### config.mk
export PLATFORM = sky130hd
export DESIGN_NAME = instruction_queue
export DESIGN_NICKNAME = d
export VERILOG_FILES = /design/src/rtl/instruction_queue.sv
export SDC_FILE = /design/constraint.sdc
export NUM_CORES = 1
export LEC_CHECK = 0
export CAP_MARGIN = 25
export CELL_PAD_IN_SITES_DETAIL_PLACEMENT = 0
export CELL_PAD_IN_SITES_GLOBAL_PLACEMENT = 1
export CORE_ASPECT_RATIO = 1.25
export CORE_UTILIZATION = 28
export CTS_CLUSTER_SIZE = 16
export DETAILED_ROUTE_END_ITERATION = 12
export PLACE_DENSITY_LB_ADDON = 0.1
export SLEW_MARGIN = 20
export SYNTH_ARGS = -nofsm -noshare
export SYNTH_HDL_FRONTEND = slang
export SYNTH_SLANG_ARGS = --single-unit
### constraint.sdc
create_clock -name clk -period 4.3 [get_ports clk]
set_input_delay 0.86 -clock clk [delete_from_list [all_inputs] [get_ports clk]]
set_output_delay 0.86 -clock clk [all_outputs]
set_load 0.02 [all_outputs]
### src/rtl/instruction_queue.sv
// -----------------------------------------------------------------------------
// instruction_queue
//   FIFO of fetched instruction words between MDR return and decode. Lets
//   fetch run ahead of execute by up to DEPTH words. The head entry is shown
//   on the outputs together with its pre-decoded operand-2 fields: the imm5
//   mode bit and the sign-extended imm5 value.
//
//   Optional build macro: IQ_OVERFLOW_FLAG_EN
//     defined     -> overflow is a sticky flag. It is set by a push attempt
//                    while the queue is full, and cleared by flush or reset.
//     not defined -> overflow is tied to 0 and no flag logic is built.
// -----------------------------------------------------------------------------
module instruction_queue #(
    parameter int WIDTH = 16,
    parameter int DEPTH = 4,
    parameter int CNT_W = $clog2(DEPTH + 1)
) (
    input  logic             clk,
    input  logic             reset_n,
    input  logic             flush,
    input  logic             in_valid,
    input  logic [WIDTH-1:0] in_data,
    output logic             in_ready,
    input  logic             out_ready,
    output logic             out_valid,
    output logic [WIDTH-1:0] instruction,
    output logic             imm_mode,
    output logic [WIDTH-1:0] imm5_sext,
    output logic [CNT_W-1:0] count,
    output logic             overflow
);

    // Pointers wrap naturally because DEPTH is a power of two.
    localparam int PTR_W = (DEPTH > 1) ? $clog2(DEPTH) : 1;
    localparam logic [CNT_W-1:0] DEPTH_C = CNT_W'(DEPTH);

    // Sign-extends the 5-bit immediate field to the full word width.
    function automatic logic [WIDTH-1:0] sext_imm5(input logic [4:0] imm);
        return {{(WIDTH - 5){imm[4]}}, imm};
    endfunction

    logic [WIDTH-1:0] mem_q [DEPTH];
    logic [PTR_W-1:0] wr_ptr_q;
    logic [PTR_W-1:0] wr_ptr_d;
    logic [PTR_W-1:0] rd_ptr_q;
    logic [PTR_W-1:0] rd_ptr_d;
    logic [CNT_W-1:0] count_q;
    logic [CNT_W-1:0] count_d;

    logic             empty_s;
    logic             push_s;
    logic             pop_s;
    logic [WIDTH-1:0] head_s;

    // Queue status and handshake qualification. Flush wins over push and pop.
    always_comb begin
        empty_s  = (count_q == {CNT_W{1'b0}});
        in_ready = (count_q < DEPTH_C);
        push_s   = in_valid && in_ready && !flush;
        pop_s    = out_ready && !empty_s && !flush;
    end

    // Next-state pointers and occupancy.
    always_comb begin
        wr_ptr_d = wr_ptr_q;
        rd_ptr_d = rd_ptr_q;
        count_d  = count_q;
        if (flush) begin
            wr_ptr_d = {PTR_W{1'b0}};
            rd_ptr_d = {PTR_W{1'b0}};
            count_d  = {CNT_W{1'b0}};
        end else begin
            if (push_s) begin
                wr_ptr_d = wr_ptr_q + PTR_W'(1);
            end else begin
                wr_ptr_d = wr_ptr_q;
            end
            if (pop_s) begin
                rd_ptr_d = rd_ptr_q + PTR_W'(1);
            end else begin
                rd_ptr_d = rd_ptr_q;
            end
            case ({push_s, pop_s})
                2'b10:   count_d = count_q + CNT_W'(1);
                2'b01:   count_d = count_q - CNT_W'(1);
                default: count_d = count_q;
            endcase
        end
    end

    // Pointer and occupancy registers, cleared asynchronously by reset.
    always_ff @(posedge clk or negedge reset_n) begin
        if (!reset_n) begin
            wr_ptr_q <= {PTR_W{1'b0}};
            rd_ptr_q <= {PTR_W{1'b0}};
            count_q  <= {CNT_W{1'b0}};
        end else begin
            wr_ptr_q <= wr_ptr_d;
            rd_ptr_q <= rd_ptr_d;
            count_q  <= count_d;
        end
    end

    // Entry storage. Contents need no reset because count gates visibility.
    always_ff @(posedge clk) begin
        if (push_s) begin
            mem_q[wr_ptr_q] <= in_data;
        end
    end

    // Head presentation. Every field reads as zero while the queue is empty.
    always_comb begin
        out_valid   = !empty_s;
        count       = count_q;
        head_s      = mem_q[rd_ptr_q];
        if (empty_s) begin
            instruction = {WIDTH{1'b0}};
            imm_mode    = 1'b0;
            imm5_sext   = {WIDTH{1'b0}};
        end else begin
            instruction = head_s;
            imm_mode    = head_s[5];
            imm5_sext   = sext_imm5(head_s[4:0]);
        end
    end

`ifdef IQ_OVERFLOW_FLAG_EN
    logic overflow_q;
    logic overflow_d;

    // Sticky overflow: set by a push attempt while full, cleared by flush.
    always_comb begin
        overflow_d = overflow_q;
        if (flush) begin
            overflow_d = 1'b0;
        end else if (in_valid && !in_ready) begin
            overflow_d = 1'b1;
        end else begin
            overflow_d = overflow_q;
        end
    end

    // Overflow flag register.
    always_ff @(posedge clk or negedge reset_n) begin
        if (!reset_n) begin
            overflow_q <= 1'b0;
        end else begin
            overflow_q <= overflow_d;
        end
    end

    assign overflow = overflow_q;
`else
    assign overflow = 1'b0;
`endif

endmodule

# After elaboration in Yosys (flattened, before gate mapping)
# Memories as Yosys holds them, arrays and structs flattened.
# Index checks and enable logic that the tools add are counted.
# totals
ram_bits	64
in_bits	21
mem_count	1
out_inout_bits	39
ff_bits	7
# op_classes
addsub	4
eq_ne	2
mux	11
order_cmp	1
n_reduce_logical	10
# memory_table
name	depth	word_bits	rd	rd_ports_with_merged_regs	write_ports	line	source
mem_q	4	16	1	0	1	42	logic [WIDTH-1:0] mem_q [DEPTH];
# op_table
operator	n
16-bit 2-to-1 mux	2
2-bit 2-to-1 mux	4
3-bit one-hot mux with 2 select lines	1
2-bit by 1-bit adder with 2-bit output (second input constant)	2
1-bit logical AND	4
2-bit nonzero test	2
3-bit by 1-bit adder with 3-bit output (second input constant)	1
3-bit logical NOT	1
3-bit less-than comparator (second input constant)	1
1-bit 2-to-1 mux	3
3-bit 2-to-1 mux	1
3-bit nonzero test	1
3-bit by 1-bit subtractor with 3-bit output (second input constant)	1
2-bit by 1-bit equality test with 1-bit output (second input constant)	1
2-bit equality test (second input constant)	1
1-bit logical NOT	2

# Logic depth before layout (Yosys ltp)
# logic_depth
depth_word	7
depth_mapped	10
depth_no_buf	8

# Worst setup path after synthesis
# No wires, ideal clock.
# synth_timing
kind	reg2out
start	register count_q[0] (netlist: count[0])
end	output imm5_sext[10]
t_required_ps	3440
path_stages_with_launch	7
slack_ps	1636
n_path_buf	4
t_arrival_ps	1804
path_cell_list	dfrtp_1 clkbuf_2 or3_1 buf_4 buf_6 and2_1 buf_4
# synth_between
elab_chain_len	2
# synth_lines
item	line	source
from (decl)	47	logic [CNT_W-1:0] count_q;
from (signal assigned)	96	count_q <= {CNT_W{1'b0}};
from (signal assigned)	100	count_q <= count_d;
3-bit logical NOT	57	empty_s = (count_q == {CNT_W{1'b0}});
16-bit 2-to-1 mux	116	if (empty_s) begin
to (decl)	28	output logic [WIDTH-1:0] imm5_sext,
# No other way between the ends.

# Final worst setup path
# layout_timing
start	register count_q[0] (netlist: count[0])
end	output imm5_sext[5]
# The elaborated chain is that of the path after synthesis.

==> flow_summary.toml <==
[clock_tree]
clockBufferDepth = 2
clock_sinks = 71
worst_skew_pair.late_latency_ps = 320
post_cts_buffers = 0
cts_inserted_buffers = 9
clkTransAtPathRegs_ps = 50
cts_hold_buf = 0
cts_max_level = 3
cts-resized-gates = 0
cts_root_buf = "clkbuf_16"
cts_tree = "done"

[cells_and_area]
fin_nets = 252
synthToLayoutAreaGrowth_pct = 26.85
drive_gt1_frac = 0.09957
fillers = 1040
multi_input_area_um2 = 809.5
regArea_mm2 = 0.002097
final_cells = 363
diodes = 0

[detailed_routing]
via_count = 1638
wl_per_cell_um = 16.65
drtIter0Drc = 92
ant_nets = 0
viasPerCell = 4.512
post-route-drc-count = 0
routed_wl_um = 6045
first_pass_iters = 4

[synth]
synth_common_cells = "edfxtp_1, and2_1, buf_4"
netlist_instances = 182
ys_warn_count = 0
synth_area_leaders = "edfxtp_1, mux4_1, mux4_2"
synth-edff-count = 64
synth.most_common_cell = "edfxtp_1"
synth_area_per_cell_um2 = 17.18
yosysSeqAreaShare = 0.6707
syn_nets = 208
synth_top_area_share = 0.6146
yosys_register_bits = 71
synth_cell_types = 33
synth-main-ff-cell = "edfxtp_1"
syn-cell-area_mm2 = 0.003127
synthArstFlopShare = 0.09859
synth_area_leader_cell = "edfxtp_1"

[sta]
tns_ps = 0
max_slew.worst_pin.slew_ps = 994.3
relSlewSlack = 0.3371
fmaxAchievable_mhz = 287.8
finalSetupViolCount = 0
hold_violations = 0
fin_crit_sh = 0.8079
min_period_ps = 3474
slew_violations = 0
finClkSkew_ps = 3.222
rsz0062_at_grt = "false"

[setup_path]
startpoint_type = "flip-flop"
r2r-start = "count[1]"
cp.arrival_ps = 2610
rr_endpoint = "count[2]"
critPathRequiredTime_ps = 3440
slowest_stage = "clkdlybuf4s50_1"
crit_family = "simple AND/OR/NAND/NOR gates"
cp-end-kind = "output pin"
path_class = "reg -> out"
crit_fanout = 19
crit_path_max_incr_delay_ps = 680
rrSetupSlack_ps = 1740
critPathBufInv = 1
r2r_cells = 8
path_cells = "or3_1 -> and2_1 -> clkdlybuf4s50_1"

[floorplanning]
ios = 60
rows = 42
start_util = 0.2917
dieArea_mm2 = 0.01160
dieHeight_um = 120.1
core_area_mm2 = 0.01072
die_x_um = 96.52

[place]
portBuffers = 58
gpl.final_weighted_congestion = 0.7015
dp_cells = 347
dp.final_hpwl_um = 3948

[global_routing]
overflow = 0
grt_pass1_wl_um = 9404
grt_max_degree = 20
grt_util_all_layers = 0.1173
antenna_found_initial = 0
grt_pass1_vias = 1756

[power]
total_leakage_power_nw = 1.333
vdd.ir_drop.worst_v = 0.0001896
power_density_mw_per_mm2 = 477.4

[min_path]
min_path_cells = 2
min_path_type = "reg -> reg"
holdCritStartpoint = "wr_ptr_q[1]"
min_to = "wr_ptr_q[1]"

[outcome]
outcome = "completed"

[flow_run]
drv_cap = 0
==> cell usage in the layout, fill, tap and decap left out, drive strengths merged, types with 2 or more instances in the layout <==
master         synthesis  final
ha                     4      4
mux4                  16     16
nand3                  3      3
nand2                  8      8
clkbuf                 2     14
a21oi                  5      5
and2                  20     20
clkdlybuf4s50          0     58
nor2                   5      5
dfrtp                  7      7
edfxtp                64     64
xor2                   3      3
inv                    3      3
buf                   25      2
o21ai                  5      5
==> sequential cells by signal, summed over array words and instances (netlist names) <==
name / count
count: 3
mem_q: 64
rd_ptr_q: 2
wr_ptr_q: 2
==> stage by stage <==
| step | util | hold WS (ps) | total power (W) | cell area (µm²) | worst slack (ps) |
|---|---|---|---|---|---|
| 5_1_grt | 0.3700 | 600.4 | 0.001983 | 3966 | 540.2 |
| 3_3_place_gp | 0.3431 | 550.9 | 0.001197 | 3679 | 1182 |
| 3_5_place_dp | 0.3431 | 575.3 | 0.001205 | 3679 | 1096 |
| 6_report | 0.3700 | 583.9 | 0.001894 | 3966 | 825.8 |
| 2_1_floorplan | - | 539.3 | 0.001075 | 3127 | 1636 |
| 4_1_cts | 0.3700 | 583.5 | 0.001922 | 3966 | 741.8 |
==> power by group <==
group / leakage, nW / internal (W) / switching [W]
logic: 0.519 / 0.000190 / 0.000194
registers: 0.675 / 0.000779 / 0.0000205
clock network: 0.139 / 0.000463 / 0.000248
==> metal layers <==
| metal | up-vias | part of all wire | track usage |
|---|---|---|---|
| met1 | 813 | 0.40 | 0.1360 |
| met3 | 12 | 0.053 | 0.03105 |
| met2 | 59 | 0.52 | 0.1901 |
| met4 | 0 | 0.025 | 0.07077 |
| li1 | 754 | - | - |
| met5 | - | 0 | 0 |
==> cell type report <==
type | count | share of cell area
Timing Repair Buffer | 60 | 0.1502
Inverter | 3 | 0.002839
Tap cell | 132 | 0.04164
Sequential cell | 71 | 0.5287
Multi-Input combinational cell | 81 | 0.2041
Clock inverter | 2 | 0.008517
Clock buffer | 14 | 0.06404
==> worst reg2reg max path: cells and delay by family (launching register included) <==
kind                     cells  cell delay, ps
AO/OA/AOI/OAI                2             220
adder cells (fa/ha/maj)      1             390
AND/OR/NAND/NOR              5            1380
flip-flops                   1             470
==> worst max-delay path by stage <==
stage | to | slack [ps] | cells after the start | from
after detailed placement | imm5_sext[5] | 1100 | 3 | count[0]
after floorplan | imm5_sext[10] | 1640 | 6 | count[0]
after CTS | imm5_sext[5] | 740 | 3 | count[0]
final | imm5_sext[5] | 830 | 3 | count[0]
after global placement | instruction[11] | 1180 | 4 | rd_ptr_q[0]
after global routing | imm5_sext[5] | 540 | 3 | count[0]
==> kinds of logic after synthesis <==
logic type	count (synthesis)	share of synthesized area
flops	71	0.6707
simple gates	42	0.07484
buf+inv	30	0.07042
mux	17	0.1280
compound gates	12	0.02121
fa+ha+maj	5	0.02241
xor+xnor	4	0.01121
other cells	1	0.001199
Note: power is estimated with default switching activity, not from simulation.
